<file path="config.mk">
export PLATFORM = sky130hd
export DESIGN_NAME = writeback
export DESIGN_NICKNAME = d
export VERILOG_FILES = /design/src/rtl/riscv_pkg.sv /design/src/rtl/load_align.sv /design/src/rtl/writeback.sv
export SDC_FILE = /design/constraint.sdc
export NUM_CORES = 1
export LEC_CHECK = 0
export ABC_CLOCK_PERIOD_IN_PS = 11230
export CORE_ASPECT_RATIO = 1.1
export CORE_UTILIZATION = 50
export DETAILED_ROUTE_END_ITERATION = 16
export GPL_TIMING_DRIVEN = 0
export PLACE_DENSITY = 0.86
export SLEW_MARGIN = 20
export SYNTH_ARGS = -nofsm -noshare
export SYNTH_HDL_FRONTEND = slang
export SYNTH_SLANG_ARGS = --single-unit
</file>
<file path="constraint.sdc">
create_clock -name clk -period 11.23 [get_ports clk]
set_input_delay 2.8075 -clock clk [delete_from_list [all_inputs] [get_ports clk]]
set_output_delay 2.8075 -clock clk [all_outputs]
set_load 0.05 [all_outputs]
</file>
<file path="src/rtl/riscv_pkg.sv">
// Shared types and constants for the risc-v-lite pipeline stages.
package riscv_pkg;

   localparam int XLEN = 32;

   // cwWB control-word bit positions
   localparam int CW_REGWRITE = 2;
   localparam int CW_WBSEL_HI = 1;
   localparam int CW_WBSEL_LO = 0;

   typedef enum logic [1:0] {
      WB_ALU  = 2'b00,
      WB_LOAD = 2'b01,
      WB_NPC  = 2'b10,
      WB_IMM  = 2'b11
   } wb_sel_e;

   typedef enum logic [2:0] {
      LB  = 3'b000,
      LH  = 3'b001,
      LW  = 3'b010,
      LBU = 3'b100,
      LHU = 3'b101
   } ld_fmt_e;

   typedef enum logic [1:0] {
      EXEC      = 2'b00,
      WAIT_LOAD = 2'b01,
      HOLD      = 2'b10
   } wb_state_e;

   typedef struct packed {
      logic [XLEN-1:0] data;
      logic [4:0]      dest;
   } ld_entry_t;

endpackage

</file>
<file path="src/rtl/load_align.sv">
// Sub-word load alignment: shifts the addressed byte/half to bit 0 and extends it.
module load_align
   import riscv_pkg::*;
#(
   parameter int N = XLEN
) (
   input  logic [N-1:0] raw,
   input  logic [1:0]   offset,
   input  logic [2:0]   ld_fmt,
   output logic [N-1:0] aligned
);

   logic [N-1:0] byte_sh;
   logic [N-1:0] half_sh;

   assign byte_sh = raw >> {offset, 3'b000};
   assign half_sh = raw >> {offset[1], 4'b0000};

   // Unknown funct3 encodings fall through to a full-word load
   always_comb begin
      aligned = raw;
      case (ld_fmt)
         LB:      aligned = {{(N-8){byte_sh[7]}}, byte_sh[7:0]};
         LH:      aligned = {{(N-16){half_sh[15]}}, half_sh[15:0]};
         LBU:     aligned = {{(N-8){1'b0}}, byte_sh[7:0]};
         LHU:     aligned = {{(N-16){1'b0}}, half_sh[15:0]};
         default: aligned = raw;
      endcase
   end

endmodule

</file>
<file path="src/rtl/writeback.sv">
// WB stage: write-value select, load return buffering, load-wait stall and
// retire-once tracking across pipe_en holds.
module writeback
   import riscv_pkg::*;
#(
   parameter int N = 32
) (
   input  logic         clk,
   input  logic         rst,
   input  logic         pipe_en,
   input  logic [2:0]   cwWB,
   input  logic [N-1:0] ALUin,
   input  logic [N-1:0] NPCin,
   input  logic [N-1:0] IMMin,
   input  logic [4:0]   Rdest_in,
   input  logic [2:0]   ldFmt,
   input  logic         load_valid,
   input  logic [N-1:0] loadData,
   input  logic [4:0]   loadDest,
   output logic         rf_we,
   output logic [4:0]   rf_waddr,
   output logic [N-1:0] rf_wdata,
   output logic         stallWB,
   output logic         err_ovf,
   output logic         err_tag
);

   wb_state_e  state, state_nxt;
   wb_sel_e    wb_sel;
   ld_entry_t  fifo [2];
   logic       rd_ptr, wr_ptr;
   logic [1:0] count;

   logic         is_load, buf_empty, buf_full, ld_avail;
   logic         retire, pop, bypass, push, push_ok, overflow;
   logic [N-1:0] ld_raw, ld_aligned, wb_val;
   logic [4:0]   ld_dest;

   assign wb_sel    = wb_sel_e'(cwWB[CW_WBSEL_HI:CW_WBSEL_LO]);
   assign is_load   = cwWB[CW_REGWRITE] && (wb_sel == WB_LOAD);
   assign buf_empty = (count == 2'd0);
   assign buf_full  = (count == 2'd2);
   assign ld_avail  = !buf_empty || load_valid;

   // Buffer head has priority; an empty buffer lets the live return through
   assign ld_raw  = buf_empty ? loadData : fifo[rd_ptr].data;
   assign ld_dest = buf_empty ? loadDest : fifo[rd_ptr].dest;

   always_comb begin
      retire    = 1'b0;
      stallWB   = 1'b0;
      state_nxt = state;
      case (state)
         EXEC, WAIT_LOAD: begin
            if (!is_load || ld_avail) begin
               retire    = 1'b1;
               state_nxt = pipe_en ? EXEC : HOLD;
            end else begin
               stallWB   = 1'b1;
               state_nxt = WAIT_LOAD;
            end
         end
         HOLD:    if (pipe_en) state_nxt = EXEC;
         default: state_nxt = EXEC;
      endcase
   end

   assign pop      = retire && is_load && !buf_empty;
   assign bypass   = retire && is_load && buf_empty && load_valid;
   assign push     = load_valid && !bypass;
   assign push_ok  = push && (!buf_full || pop);
   assign overflow = push && buf_full && !pop;

   load_align #(.N(N)) u_align (
      .raw     (ld_raw),
      .offset  (ALUin[1:0]),
      .ld_fmt  (ldFmt),
      .aligned (ld_aligned)
   );

   always_comb begin
      wb_val = ALUin;
      case (wb_sel)
         WB_ALU:  wb_val = ALUin;
         WB_LOAD: wb_val = ld_aligned;
         WB_NPC:  wb_val = NPCin;
         WB_IMM:  wb_val = IMMin;
         default: wb_val = ALUin;
      endcase
   end

   // Storage needs no reset: occupancy is tracked by count alone
   always_ff @(posedge clk) begin
      if (!rst && push_ok) fifo[wr_ptr] <= '{data: loadData, dest: loadDest};
   end

   always_ff @(posedge clk) begin
      if (rst) begin
         rd_ptr <= 1'b0;
         wr_ptr <= 1'b0;
         count  <= 2'd0;
      end else begin
         if (push_ok) wr_ptr <= ~wr_ptr;
         if (pop)     rd_ptr <= ~rd_ptr;
         case ({push_ok, pop})
            2'b10:   count <= count + 2'd1;
            2'b01:   count <= count - 2'd1;
            default: count <= count;
         endcase
      end
   end

   always_ff @(posedge clk) begin
      if (rst) begin
         state    <= EXEC;
         rf_we    <= 1'b0;
         rf_waddr <= '0;
         rf_wdata <= '0;
         err_ovf  <= 1'b0;
         err_tag  <= 1'b0;
      end else begin
         state <= state_nxt;
         rf_we <= retire && cwWB[CW_REGWRITE] && (Rdest_in != 5'd0);
         if (retire) begin
            rf_waddr <= Rdest_in;
            rf_wdata <= wb_val;
         end
         if (overflow) err_ovf <= 1'b1;
         if (retire && is_load && (ld_dest != Rdest_in)) err_tag <= 1'b1;
      end
   end

endmodule
</file>
==> impl_metrics.yaml, run 1 <==
run_status:
  status: "finished clean"
logic_synthesis:
  ys.flop_type: "edfxtp_1"
  synthCells: 607
  async_reset_ff_share_pct: 0
  synth_top_area_cell: "edfxtp_1"
  ys_seq_area_share_pct: 49.2
  yosysWarnings: 0
  ys_ff_latch: 121
  yosys.area_share.adder_pct: 0.194
  synth_top_family_by_area: "compound AO/OA/AOI/OAI gates"
  avgSynthCellArea_um2: 10.6
  synth_top_area_share_pct: 34.5
  synth_compound_area_share_pct: 21.2
  synth_edf_count: 74
  synth_area_leaders: "edfxtp_1, dfxtp_1, mux2_2"
  synthesis.nets: 756
  synth_cell_types: 60
  synth-xor-area-share_pct: 1.09
  synthSimpleGateAreaFrac_pct: 10.8
  synthMuxAreaShare_pct: 13.8
  syn-cell-area_um2: 6430
drt:
  drtPass1Iterations: 8
  vias_per_cell: 6.38
  drtIter0Drc: 719
  drt-total-wl_um: 22600
  vias: 6284
  drc: 0
  ant_nets: 0
  wl_per_cell_um: 23.0
placement:
  io_buffers: 183
  gp_congestion: 0.967
  dp_hpwl_um: 17000
  placed_cells: 954
grt:
  track_usage_pct: 35.0
  antenna_found_initial: 0
  grt_pass1_vias: 6202
  gr-usage-met2_pct: 56.6
  grt_util_met3_pct: 8.22
  grt_remaining_overflow: 0
  grt_max_degree: 17
  use_met1_pct: 43.4
  grt_pass1_wl_um: 34100
  grt.busiest_layer: "met2"
floorplanning:
  rows: 43
  dieWidth_um: 110
  coreArea_um2: 12600
  start_util_pct: 51.1
  die_area_um2: 13300
  io_pins: 189
  die_h_um: 121
power:
  power_frac_comb_pct: 25.8
  irDropWorstVdd_uv: 137
  powerDensity_nw_per_um2: 165
  power_leakage_nw: 3.22
  p_sw_share_pct: 29.9
  power_frac_clock_pct: 39.8
  p_int_mw: 1.06
  seqPwrFrac_pct: 34.4
  power.switching_uw: 453
worst_setup_path:
  critical_path.endpoint: "stallWB"
  cp.arrival_ns: 4.98
  path_max_fanout: 7
  r2r_cells: 8
  worstSetupStartpoint: "cwWB[2]"
  rrSetupSlack_ns: 8.06
  r2r-start: "count[1]"
  reg2reg_to: "fifo[1][24]"
  critPathLaunchType: "primary input"
  crit_type: "primary input to output pin"
  cp-end-kind: "output pin"
  required_ns: 8.42
final_layout:
  syn_to_final_growth_pct: 42.6
  layout-drive-gt1-share_pct: 13.0
  layout.nets: 965
  final_cells: 985
  final_cell_mix: "clkdlybuf4s50_1, nand2_1, edfxtp_1"
  num_antenna_cells: 0
  final_common_cell: "clkdlybuf4s50_1"
  n_fill_cell: 901
timing:
  tightest_slew_ns: 0.771
  relSlewSlack_pct: 48.6
  rsz0062_at_grt: "false"
  fin_crit_ns: 7.79
  hold_viol_final: 0
  setup_viol: 0
  fmax_ghz: 0.128
  skew_ns: 0.00882
  finalMaxSlewViolations: 0
  period_share_pct: 69.3
  setup_tns_ns: 0
clock_tree:
  cts_tree: "done"
  cts_root_buffer: "clkbuf_16"
  clock_latency_ns: 0.42
  post_cts_buffers: 0
  cts_resized: 0
  cts.sinks: 121
  clk_pin_slew_ns: 0.06
  h-tree-depth: 4
  holdBufCountCts: 0
  cts_buffers: 17
  clockBufferDepth: 2
run:
  max_cap_violations: 0
min_path:
  min_path_type: "flop to flop"
per-layer routing:
metal | vias up | part of all wire, %
li1 | 2765 | -
met3 | 83 | 11
met5 | - | 0
met2 | 467 | 47
met1 | 2969 | 38
met4 | 0 | 4.4
how the worst min path moves through the flow:
stage / start / cells past startpoint / slack (ns) / endpoint
floorplan: state[0] / 1 / 0.40 / state[1]
global placement: state[0] / 1 / 0.41 / state[1]
detailed placement: state[0] / 1 / 0.43 / state[1]
CTS: state[0] / 1 / 0.43 / state[1]
global route: state[0] / 1 / 0.47 / state[1]
finish: state[0] / 1 / 0.44 / state[1]
synth_stat cells (14+ instances only):
cell type,count
dfxtp_1,47
a221o_1,26
a21oi_1,31
nor3_1,14
edfxtp_1,74
nor2_1,37
o21ai_0,34
mux2_2,32
clkbuf_1,30
nand2_1,79
mux2i_1,28
power by group through the flow:
stage               Clock [mW]  Sequential (mW)  Combinational (mW)
floorplan                    0            0.575               0.178
global placement             0            0.530               0.367
detailed placement           0            0.529               0.379
CTS                      0.603            0.520               0.382
global route             0.623            0.523               0.413
finish                   0.601            0.521               0.390
area by class of cell:
class	count	area (um2)	area share (%)
flip-flops and latches	121	3160	34.5
multi-input cells	431	3050	33.2
repair buffers	190	1880	20.5
clock buffers	17	425	4.63
plain buffers	52	226	2.47
clock inverters	14	221	2.41
well taps	157	196	2.14
inverters	3	11.3	0.123
flip-flops by register name, summed over array words and instances, names as in the netlist, named ones only:
name,cells
rf_wdata,32
fifo,74
rd_ptr,1
count,2
state,2
err_ovf,1
err_tag,1
rf_we,1
wr_ptr,1
rf_waddr,5
stage by stage:
| stage | setup slack (ns) | total power, mW | utilization (%) | instance area, um2 | hold WS (ns) |
|---|---|---|---|---|---|
| finish | 3.44 | 1.51 | 72.9 | 9180 | 0.437 |
| floorplan | 4.06 | 0.753 | - | 6430 | 0.404 |
| detailed placement | 3.51 | 0.908 | 67.8 | 8530 | 0.425 |
| CTS | 3.50 | 1.51 | 72.9 | 9180 | 0.433 |
| global placement | 2.67 | 0.897 | 67.2 | 8460 | 0.410 |
| global route | 3.43 | 1.56 | 72.9 | 9180 | 0.467 |
critical path: stages:
cell             delay (ns)
clkdlybuf4s50_1        0.63
nand4bb_1              0.32
nor3_1                 0.33
clkdlybuf4s50_1        0.89
kinds of logic (layout without fill, tap and decap cells):
logic type      Yosys count  count (layout)
flops                   121             121
buf+inv                  55             276
compound gates          191             191
simple gates            159             159
xor+xnor                  8               8
fa+ha+maj                 1               1
mux                      72              72
Note: power is estimated with default switching activity, not from simulation.
==> run 2: changes to the inputs <==
--- a/config.mk
+++ b/config.mk
@@ -5,12 +5,12 @@
 export SDC_FILE = /design/constraint.sdc
 export NUM_CORES = 1
 export LEC_CHECK = 0
-export ABC_CLOCK_PERIOD_IN_PS = 11230
+export ABC_CLOCK_PERIOD_IN_PS = 7700
 export CORE_ASPECT_RATIO = 1.1
-export CORE_UTILIZATION = 50
+export CORE_UTILIZATION = 48
 export DETAILED_ROUTE_END_ITERATION = 16
 export GPL_TIMING_DRIVEN = 0
-export PLACE_DENSITY = 0.86
+export PLACE_DENSITY = 0.83
 export SLEW_MARGIN = 20
 export SYNTH_ARGS = -nofsm -noshare
 export SYNTH_HDL_FRONTEND = slang
==> constraint.sdc (replaced) <==
create_clock -name clk -period 7.7 [get_ports clk]
set_input_delay 1.925 -clock clk [delete_from_list [all_inputs] [get_ports clk]]
set_output_delay 1.925 -clock clk [all_outputs]
set_load 0.05 [all_outputs]
==> run 2 against run 1 <==
Core utilization down 3.4 points. Sequential share of layout area up 0.13 points. Combinational power up 46%. Highest routed layer unchanged. Die area up 4.1%. Critical path depth unchanged. Clock power up 33%. Sequential power up 46%. Wire length down 2.1%. Via count down 3.0%. Critical endpoint unchanged.
==> impl_metrics.yaml, run 2 (synthesis gave the netlist of run 1 again) <==
grt:
  grt_pass1_vias: 6034
  track_usage_pct: 32.4
  grt_remaining_overflow: 0
  antenna_found_initial: 0
  grt_pass1_wl_um: 33300
  grt_max_degree: 17
placement:
  dpl_cell_area_um2: 8550
  io_buffers: 183
  dp_hpwl_um: 17000
  gp_congestion: 0.981
  pre_cts_ws_ns: 1.79
final_layout:
  regMostFlops: "fifo"
  final_cell_mix: "clkdlybuf4s50_1, nand2_1, edfxtp_1"
  syn_to_final_growth_pct: 42.1
  layout-drive-gt1-share_pct: 13.3
  largestRegisters: "fifo: 74 flops, rf_wdata: 32 flops, rf_waddr: 5 flops"
  final_common_cell: "clkdlybuf4s50_1"
  n_fill_cell: 982
  layout.nets: 966
  utilization_pct: 69.5
  final_area_um2: 9150
  largest_reg_flops: 74
  num_antenna_cells: 0
power:
  power_leakage_nw: 3.20
  powerDensity_nw_per_um2: 233
  power_frac_clock_pct: 37.6
  p_int_mw: 1.46
  seqPwrFrac_pct: 35.7
  p_sw_share_pct: 31.5
  power_frac_comb_pct: 26.7
  irDropWorstVdd_uv: 176
  power.switching_uw: 671
drt:
  wl_per_cell_um: 22.3
  drc: 0
  drtIter0Drc: 668
  drtPass1Iterations: 5
  vias: 6094
  drt-total-wl_um: 22100
  vias_per_cell: 6.15
  ant_nets: 0
floorplanning:
  rows: 44
  io_pins: 189
  coreArea_um2: 13200
  die_area_um2: 13900
  dieWidth_um: 112
  start_util_pct: 48.9
  die_h_um: 123
min_path:
  min_path_type: "flop to flop"
  holdPathStages: 1
  hold-path-endpoint: "state[1]"
  min_from: "state[0]"
clock_tree:
  cts_tree: "done"
  cts_root_buffer: "clkbuf_16"
  cts_buffers: 17
  clockBufferDepth: 2
  clk_pin_slew_ns: 0.06
  cts.sinks: 121
  cts_resized: 0
  holdBufCountCts: 0
  clock_latency_ns: 0.42
  h-tree-depth: 4
  post_cts_buffers: 0
run:
  max_cap_violations: 0
timing:
  tightest_slew_ns: 0.791
  finalWorstSetupSlack_ns: 1.61
  setup_viol: 0
  relSlewSlack_pct: 47.3
  finalMaxSlewViolations: 0
  fin_crit_ns: 6.09
  skew_ns: 0.00734
  hold_viol_final: 0
  rsz0062_at_grt: "false"
  fmax_ghz: 0.164
  period_share_pct: 79.0
worst_setup_path:
  cp_common_cell: "clkdlybuf4s50_1"
  crit_type: "primary input to output pin"
  path_cells: "clkdlybuf4s50_1 > nand4bb_1 > nor3_1 > clkdlybuf4s50_1"
  cp.arrival_ns: 4.16
  required_ns: 5.78
  rrSetupSlack_ns: 4.77
  r2r-start: "count[1]"
  critPathLaunchType: "primary input"
  cp-end-kind: "output pin"
  reg2reg_to: "fifo[0][27]"
  critical_path.max_stage_delay_ns: 0.88
  r2r_cells: 8
  path_max_fanout: 7
  cp_slowest_cell: "clkdlybuf4s50_1"
run_status:
  status: "finished clean"
==> run 2: cell count changes in the layout (fill, tap and decap cells not counted), moves of 2 or more <==
cell	change
inv_6	+4
bufinv_16	-3
buf_6	+2
clkinv_4	-2
==> run 2: cell type report <==
| class | instances | area (um2) | area share [%] |
|---|---|---|---|
| flip-flops and latches | 121 | 3160 | 34.6 |
| multi-input cells | 431 | 3050 | 33.4 |
| repair buffers | 191 | 1900 | 20.8 |
| clock buffers | 18 | 429 | 4.69 |
| plain buffers | 52 | 226 | 2.48 |
| well taps | 161 | 201 | 2.20 |
| clock inverters | 14 | 164 | 1.79 |
| inverters | 3 | 11.3 | 0.123 |
==> run 2: worst max path at each step <==
stage,endpoint,cells past startpoint,from,slack [ns]
floorplan,fifo[1][0],5,cwWB[1],1.78
global placement,fifo[1][21],5,cwWB[2],-0.09
detailed placement,stallWB,4,cwWB[2],1.79
CTS,stallWB,4,cwWB[2],1.71
global route,stallWB,4,cwWB[2],1.61
finish,stallWB,4,cwWB[2],1.61
==> run 2: power groups by stage <==
| stage | clock network, mW | logic (mW) | registers [mW] |
|---|---|---|---|
| finish | 0.799 | 0.568 | 0.759 |
| global placement | 0 | 0.540 | 0.772 |
| global route | 0.837 | 0.601 | 0.762 |
| detailed placement | 0 | 0.556 | 0.772 |
| floorplan | 0 | 0.259 | 0.839 |
| CTS | 0.806 | 0.560 | 0.758 |
==> run 2: through the flow <==
step / setup TNS [ns] / hold slack (ns) / instances / total power, mW
final: 0 / 0.433 / 991 / 2.13
after global routing: 0 / 0.452 / 991 / 2.20
after floorplan: 0 / 0.404 / 607 / 1.10
after detailed placement: 0 / 0.436 / 959 / 1.33
after CTS: 0 / 0.432 / 991 / 2.12
after global placement: -3.29 / 0.409 / 951 / 1.31
==> run 2: critical path, delay by kind of cell <==
kind                   cells  cell delay, ns
and+or+nand+nor            2            0.69
buffers and inverters      2            1.54
==> run 2: metal layers <==
layer  global-route usage, %  share of wire (%)  up-vias
met3                    6.27                7.7       50
met2                    54.5                 49      342
met1                    41.4                 41     2932
met4                    12.8                2.5        0
li1                        -                  -     2770
met5                       0                  0        -
==> run 3: changes to the inputs <==
--- a/config.mk
+++ b/config.mk
@@ -5,7 +5,7 @@
 export SDC_FILE = /design/constraint.sdc
 export NUM_CORES = 1
 export LEC_CHECK = 0
-export ABC_CLOCK_PERIOD_IN_PS = 7700
+export ABC_CLOCK_PERIOD_IN_PS = 6250
 export CORE_ASPECT_RATIO = 1.1
 export CORE_UTILIZATION = 48
 export DETAILED_ROUTE_END_ITERATION = 16
==> constraint.sdc (replaced) <==
create_clock -name clk -period 6.25 [get_ports clk]
set_input_delay 1.5625 -clock clk [delete_from_list [all_inputs] [get_ports clk]]
set_output_delay 1.5625 -clock clk [all_outputs]
set_load 0.05 [all_outputs]
==> results of run 3 <==
The final DEF is identical to that of run 2. Status: finished clean.
Main changes from that run: setup slack after placement 1.79 ns -> 1.06 ns; setup slack after layout 1.61 ns -> 0.890 ns; register-to-register setup slack 4.77 ns -> 3.32 ns; total power 2.13 mW -> 2.62 mW; worst IR drop on VDD 176 uV -> 217 uV
